==> config.mk <==
export PLATFORM = sky130hd
export DESIGN_NAME = mem_cycle_gen
export DESIGN_NICKNAME = d
export VERILOG_FILES = /design/src/rtl/mem_cycle_gen_pkg.sv /design/src/rtl/mem_cycle_gen_wait_timer.sv /design/src/rtl/mem_cycle_gen.sv
export SDC_FILE = /design/constraint.sdc
export NUM_CORES = 1
export LEC_CHECK = 0
export ABC_AREA = 0
export BUFFER_PORTS_ARGS = -buffer_cell sky130_fd_sc_hd__buf_2
export CAP_MARGIN = 10
export CORE_MARGIN = 1
export CORE_UTILIZATION = 45
export CTS_BUF_LIST = sky130_fd_sc_hd__clkbuf_4
export CTS_CLUSTER_SIZE = 10
export DETAILED_ROUTE_END_ITERATION = 10
export PLACE_DENSITY = 0.82
export SLEW_MARGIN = 25
export SYNTH_ARGS = -nofsm -noshare
export SYNTH_HDL_FRONTEND = slang
export SYNTH_HIERARCHICAL = 1
export SYNTH_SLANG_ARGS = --single-unit
==> constraint.sdc <==
create_clock -name i_phi2 -period 3.3 [get_ports i_phi2]
set_input_delay 0.66 -clock i_phi2 [delete_from_list [all_inputs] [get_ports i_phi2]]
set_output_delay 0.66 -clock i_phi2 [all_outputs]
set_load 0.01 [all_outputs]
==> src/rtl/mem_cycle_gen_pkg.sv <==
// Shared types for the TMS9900-style byte-pair memory cycle engine.
// Bus control bundle, state encoding and counter sizing helper.
package mem_cycle_gen_pkg;

    typedef enum logic [2:0] {
        ST_IDLE   = 3'd0,
        ST_ADDR_O = 3'd1,
        ST_WAIT_O = 3'd2,
        ST_XFER_O = 3'd3,
        ST_ADDR_E = 3'd4,
        ST_WAIT_E = 3'd5,
        ST_XFER_E = 3'd6,
        ST_DONE   = 3'd7
    } state_e;

    localparam int WAIT_CNT_W = 4;

    typedef struct packed {
        logic busy;
        logic done;
        logic memen_n;
        logic dbin;
        logic we_n;
        logic d_oe;
        logic a15;
    } bus_ctl_t;

    localparam bus_ctl_t CTL_IDLE = '{
        busy:    1'b0,
        done:    1'b0,
        memen_n: 1'b1,
        dbin:    1'b0,
        we_n:    1'b1,
        d_oe:    1'b0,
        a15:     1'b0
    };

    function automatic int cnt_w(input int max_val);
        return (max_val < 2) ? 1 : $clog2(max_val + 1);
    endfunction

endpackage

==> src/rtl/mem_cycle_gen_wait_timer.sv <==
// Wait-state down-counter and consecutive READY-low timeout counter
// for the memory cycle engine.
module mem_cycle_gen_wait_timer
    import mem_cycle_gen_pkg::*;
#(
    parameter int WAIT_STATES   = 2,
    parameter int READY_TIMEOUT = 0
) (
    input  logic i_clk,
    input  logic i_rst,
    input  logic i_load,
    input  logic i_dec,
    input  logic i_xfer,
    input  logic i_ready,
    output logic o_wait_zero,
    output logic o_timeout_hit
);

    localparam int TO_W = cnt_w(READY_TIMEOUT);
    localparam bit TO_EN = (READY_TIMEOUT > 0);
    localparam logic [WAIT_CNT_W-1:0] WAIT_LOAD =
        (WAIT_STATES > 0) ? WAIT_CNT_W'(WAIT_STATES - 1) : '0;
    localparam logic [TO_W-1:0] TO_LAST =
        (READY_TIMEOUT > 0) ? TO_W'(READY_TIMEOUT - 1) : '0;

    logic [WAIT_CNT_W-1:0] r_wait_cnt;
    logic [TO_W-1:0]       r_to_cnt;

    always_ff @(posedge i_clk) begin
        if (i_rst) begin
            r_wait_cnt <= '0;
            r_to_cnt   <= '0;
        end else begin
            if (i_load)
                r_wait_cnt <= WAIT_LOAD;
            else if (i_dec && !o_wait_zero)
                r_wait_cnt <= r_wait_cnt - 1'b1;
            // Only an unbroken run of stalled transfer cycles counts
            if (i_xfer && !i_ready && !o_timeout_hit)
                r_to_cnt <= r_to_cnt + 1'b1;
            else
                r_to_cnt <= '0;
        end
    end

    assign o_wait_zero   = (r_wait_cnt == '0);
    assign o_timeout_hit = TO_EN && i_xfer && !i_ready &&
                           (r_to_cnt == TO_LAST);

endmodule

==> src/rtl/mem_cycle_gen.sv <==
// Word-to-byte-pair external memory cycle engine, odd byte first.
// All bus outputs are registered from the next-state decode.
module mem_cycle_gen
    import mem_cycle_gen_pkg::*;
#(
    parameter int WAIT_STATES   = 2,
    parameter int ADDR_W        = 15,
    parameter int READY_TIMEOUT = 0
) (
    input  logic              i_phi2,
    input  logic              i_reset,
    input  logic              i_req,
    input  logic              i_we,
    input  logic [ADDR_W-1:0] i_addr,
    input  logic [15:0]       i_wdata,
    output logic [15:0]       o_rdata,
    output logic              o_busy,
    output logic              o_done,
    output logic              o_err,
    output logic              o_memen_n,
    output logic              o_dbin,
    output logic              o_we_n,
    output logic [ADDR_W-1:0] o_a_out,
    output logic              o_a15,
    output logic [7:0]        o_d_out,
    output logic              o_d_oe,
    input  logic [7:0]        i_d_in,
    input  logic              i_ready
);

    state_e      r_state;
    state_e      w_state_nxt;
    logic        r_we;
    logic [15:0] r_wdata;

    logic        w_start;
    logic        w_we_nxt;
    logic [15:0] w_wdata_nxt;
    logic        w_err_nxt;
    logic        w_odd_nxt;
    logic        w_even_nxt;
    logic        w_addr_nxt;
    logic        w_load;
    logic        w_dec;
    logic        w_xfer;
    logic        w_wait_zero;
    logic        w_timeout_hit;
    bus_ctl_t    w_ctl_nxt;
    logic [7:0]  w_dout_nxt;

    assign w_start = ((r_state == ST_IDLE) || (r_state == ST_DONE)) && i_req;
    assign w_load  = (r_state == ST_ADDR_O) || (r_state == ST_ADDR_E);
    assign w_dec   = (r_state == ST_WAIT_O) || (r_state == ST_WAIT_E);
    assign w_xfer  = (r_state == ST_XFER_O) || (r_state == ST_XFER_E);

    assign w_we_nxt    = w_start ? i_we    : r_we;
    assign w_wdata_nxt = w_start ? i_wdata : r_wdata;

    mem_cycle_gen_wait_timer #(
        .WAIT_STATES   (WAIT_STATES),
        .READY_TIMEOUT (READY_TIMEOUT)
    ) u_timer (
        .i_clk         (i_phi2),
        .i_rst         (i_reset),
        .i_load        (w_load),
        .i_dec         (w_dec),
        .i_xfer        (w_xfer),
        .i_ready       (i_ready),
        .o_wait_zero   (w_wait_zero),
        .o_timeout_hit (w_timeout_hit)
    );

    always_comb begin : next_state
        w_state_nxt = r_state;
        w_err_nxt   = 1'b0;
        unique case (r_state)
            ST_IDLE, ST_DONE:
                w_state_nxt = i_req ? ST_ADDR_O : ST_IDLE;
            ST_ADDR_O:
                w_state_nxt = (WAIT_STATES == 0) ? ST_XFER_O : ST_WAIT_O;
            ST_WAIT_O:
                if (w_wait_zero) w_state_nxt = ST_XFER_O;
            ST_XFER_O: begin
                if (i_ready) begin
                    w_state_nxt = ST_ADDR_E;
                end else if (w_timeout_hit) begin
                    w_state_nxt = ST_DONE;
                    w_err_nxt   = 1'b1;
                end
            end
            ST_ADDR_E:
                w_state_nxt = (WAIT_STATES == 0) ? ST_XFER_E : ST_WAIT_E;
            ST_WAIT_E:
                if (w_wait_zero) w_state_nxt = ST_XFER_E;
            ST_XFER_E: begin
                if (i_ready) begin
                    w_state_nxt = ST_DONE;
                end else if (w_timeout_hit) begin
                    w_state_nxt = ST_DONE;
                    w_err_nxt   = 1'b1;
                end
            end
            default:
                w_state_nxt = ST_IDLE;
        endcase
    end

    assign w_odd_nxt  = (w_state_nxt == ST_ADDR_O) ||
                        (w_state_nxt == ST_WAIT_O) ||
                        (w_state_nxt == ST_XFER_O);
    assign w_even_nxt = (w_state_nxt == ST_ADDR_E) ||
                        (w_state_nxt == ST_WAIT_E) ||
                        (w_state_nxt == ST_XFER_E);
    assign w_addr_nxt = (w_state_nxt == ST_ADDR_O) ||
                        (w_state_nxt == ST_ADDR_E);

    always_comb begin : bus_outputs
        w_ctl_nxt  = CTL_IDLE;
        w_dout_nxt = 8'h00;
        if (w_odd_nxt || w_even_nxt) begin
            w_ctl_nxt.busy    = 1'b1;
            w_ctl_nxt.memen_n = 1'b0;
            w_ctl_nxt.dbin    = !w_we_nxt;
            w_ctl_nxt.d_oe    = w_we_nxt;
            w_ctl_nxt.a15     = w_odd_nxt;
            // Strobe held off in the address phase so data settles first
            w_ctl_nxt.we_n    = !w_we_nxt || w_addr_nxt;
            if (w_we_nxt)
                w_dout_nxt = w_odd_nxt ? w_wdata_nxt[7:0] : w_wdata_nxt[15:8];
        end
        if (w_state_nxt == ST_DONE)
            w_ctl_nxt.done = 1'b1;
    end

    always_ff @(posedge i_phi2) begin
        if (i_reset) begin
            r_state <= ST_IDLE;
            r_we    <= 1'b0;
            r_wdata <= '0;
            o_rdata <= '0;
            o_err   <= 1'b0;
            o_a_out <= '0;
            o_d_out <= '0;
            {o_busy, o_done, o_memen_n, o_dbin,
             o_we_n, o_d_oe, o_a15} <= CTL_IDLE;
        end else begin
            r_state <= w_state_nxt;
            r_we    <= w_we_nxt;
            r_wdata <= w_wdata_nxt;
            o_err   <= w_err_nxt;
            o_d_out <= w_dout_nxt;
            {o_busy, o_done, o_memen_n, o_dbin,
             o_we_n, o_d_oe, o_a15} <= w_ctl_nxt;
            if (w_start)
                o_a_out <= i_addr;
            // TI bit 0 is the MSB, so the odd byte is the low-order half
            if (!r_we && i_ready && (r_state == ST_XFER_O))
                o_rdata[7:0] <= i_d_in;
            if (!r_we && i_ready && (r_state == ST_XFER_E))
                o_rdata[15:8] <= i_d_in;
        end
    end

endmodule
==> results.yml <==
global_routing:
  grt.total_usage_pct: 20.9
  grt_max_degree: 49
  grt_first_pass_wirelength_um: 11900
  grt_pass1_vias: 2589
  grt_overflow: 0
  initial_antenna_violation_count: 0
synth:
  post_synth_inst_count: 320
  seq_area_frac_synth_pct: 45.8
  area_fraction_of_the_dominant_cell_type_after_synthesis_pct: 45.8
  ys_top_cells_by_area: "sky130_fd_sc_hd__dfxtp_1 46%, sky130_fd_sc_hd__mux2i_1 10%, sky130_fd_sc_hd__nor2_1 5.4%, sky130_fd_sc_hd__o32ai_1 4.5%, sky130_fd_sc_hd__nand3b_1 4.4%"
  async_reset_ff_share_pct: 0
  ys.warnings.count: 6
  post_synth.cell_area_avg_um2: 9.69
  post_synth_most_frequent_cells: "71 x sky130_fd_sc_hd__dfxtp_1, 45 x sky130_fd_sc_hd__nor2_1, 31 x sky130_fd_sc_hd__mux2i_1, 18 x sky130_fd_sc_hd__nand3b_1, 16 x sky130_fd_sc_hd__o32ai_1"
  synth_most_common_cell: "sky130_fd_sc_hd__dfxtp_1"
  ys_types: 55
  synth-edff-count: 0
  synth_area_leader: "sky130_fd_sc_hd__dfxtp_1"
  synth_nets: 365
  yosys_most_used_dff: "sky130_fd_sc_hd__dfxtp_1"
  yosys_register_bits: 71
  syn_area_um2: 3100
sta:
  timing.final.crit_period_ps: 2520
  timing.slew.headroom_pct: 51.4
  final.setup.tns_ps: 0
  final_number_of_max_transition_violations: 0
  report.final.hold_viol_count: 0
  period_share_pct: 76.4
  report.final.setup_viol: 0
  setup_repair_after_global_routing_missed_its_margin: "no"
  max_slew.worst_pin.slew_ps: 727
  final.setup_skew_ps: 13.9
  timing.hold.ws_ps: 467
  max_freq_ghz: 0.397
layout:
  ant_diodes: 0
  finish.utilization_pct: 58.7
  design.final.nets: 449
  filler_cell_count: 554
  layout.cells.non_filler: 486
  share_of_layout_cells_above_drive_strength_1_pct: 32.0
  area_growth_syn_to_layout_pct: 22.9
  finalInstanceArea_um2: 3810
drt:
  antenna_violating_nets_post_route: 0
  avgViaCountPerCell: 5.59
  wirelength_um: 7150
  drc_markers: 0
  route.detailed.wl_per_inst_um: 14.7
  dr.first_iter.drc_count: 223
  routed-via-count: 2718
  first_pass_iters: 4
setup_path:
  critPathCaptureType: "register"
  critical_path_arrival_ps: 2860
  worst_path_max_delay_cell: "sky130_fd_sc_hd__dfxtp_1"
  path_max_fanout: 17
  cpPeakStageDelay_ps: 640
  critPathRequiredTime_ps: 3640
  cp-start-kind: "register"
  cp_cell_sequence: "buf_4, nand2_1, o22ai_1, or4b_1, or3_1, a211oi_2"
  worst-setup-path-type: "register to register"
clocking:
  tritoncts: "built"
  tritoncts.num_buffers: 9
  post_cts_resized: 0
  cts.reportedPaths.clkPinSlew_ps: 110
  hold_buffers: 0
  clkLatencyLatePin_ps: 420
  cts.htree.levels: 3
  clk_path_buf_depth: 2
  clock_tree.root_cell: "sky130_fd_sc_hd__clkbuf_4"
  setup_fix_buffers_added_after_clock_tree_synthesis: 0
  clkSinkCount: 71
run:
  cap_viol_max_count: 0
place:
  placed_cell_area_um2: 3600
  place_congestion: 0.809
  numPortBuffers: 90
  placed_cells_incl_taps: 470
  dp_hpwl_um: 4970
status:
  run_status: "completed"
power_and_ir_drop:
  p_leak_nw: 1.78
  power.ir.vdd_worst_uv: 302
  cellPowerDensity_nw_per_um2: 599
die:
  die_outline_height_um: 85.0
  design.core.area_um2: 6490
  dieArea_um2: 7230
  floorplan.initialDensity_pct: 47.7
  floorplan.io_pins: 91
  core.rowCount: 29
  die_width_um: 85.0
min_path:
  timing.hold.worst.class: "primary input to register"
==> layout make-up <==
class                      instances  area, um^2  area share (%)
clock buffer                      10        75.1            1.97
sequential                        71        1420            37.3
timing repair buffer              98         510            13.4
clock inverter                     6         133            3.48
inverter                           8        30.0           0.788
tap                               77        96.3            2.53
multi-input combinational        216        1550            40.5
==> flip-flops by register name, summed over array words and instances (netlist names) <==
register	cells
o_rdata	16
r_wdata	16
o_a_out	15
o_d_out	8
u_timer/r_wait_cnt	4
r_state	3
o_a15	1
o_busy	1
o_d_oe	1
o_dbin	1
o_done	1
o_err	1
o_memen_n	1
o_we_n	1
r_we	1
==> logic make-up after synthesis <==
group,count (synthesis),synth area share [%]
DFF,71,45.8
and+or+nand+nor,111,20.1
adders and majority gates,1,0.403
buffers and inverters,33,4.64
muxes,31,10.0
xor gates and xnor gates,1,0.283
other,1,0.121
AOI/OAI and AO/OA,71,18.6
==> critical path: cells and delay by family (launching register included) <==
family / cells / cell delay [ps]
and+or+nand+nor: 3 / 910
AOI/OAI and AO/OA: 2 / 570
buffers and inverters: 1 / 320
DFF: 1 / 640
==> metrics by stage <==
| step | power (W) | setup slack, ps |
|---|---|---|
| finish | 0.00228 | 779 |
| global placement | 0.00150 | 897 |
| detailed placement | 0.00152 | 798 |
| CTS | 0.00228 | 777 |
| floorplan | 0.00138 | 803 |
| global route | 0.00240 | 583 |
==> layout by cell type, fill, tap and decap left out, drive strengths merged, types with 3 or more instances in the layout <==
master   Yosys  routed
a21oi       13      13
inv          7       7
nand3b      18      18
a2bb2oi      8       8
clkbuf      14      10
o211ai       8       8
mux2i       31      31
nand2       12      12
buf         11      98
nor3         3       3
a211oi       9       9
o32ai       16      16
nand3        3       3
nor2        45      45
and3        12      12
bufinv       0       4
o21ai        4       4
dfxtp       71      71
clkinv       1       3
==> final timing paths <==
path                      startpoint                            endpoint  slack, ps  cells past startpoint
max            r_state[0]$_SDFF_PP0_  u_timer/r_wait_cnt[3]$_SDFFE_PP0P_        780                      6
min                        i_addr[1]             o_a_out[1]$_SDFFE_PP0P_        470                      3
max reg2reg    r_state[0]$_SDFF_PP0_  u_timer/r_wait_cnt[3]$_SDFFE_PP0P_        780                      6
min reg2reg  o_rdata[5]$_SDFFE_PP0P_             o_rdata[5]$_SDFFE_PP0P_        510                      2
==> per-layer routing <==
| layer | share of wire, % | up-vias | global-route usage [%] | routed length, um |
|---|---|---|---|---|
| met4 | 1.3 | 0 | 9.09 | 94 |
| li1 | - | 1340 | - | - |
| met3 | 9.3 | 9 | 6.61 | 664 |
| met2 | 44 | 119 | 32.3 | 3130 |
| met5 | 0 | - | 0 | 0 |
| met1 | 46 | 1250 | 26.9 | 3250 |
==> where the power goes <==
group	switching [W]	internal (W)
logic	0.000303	0.000220
registers	0.0000503	0.000939
clock network	0.000302	0.000467
total	0.000655	0.00163
Note: power is estimated with default switching activity, not from simulation.
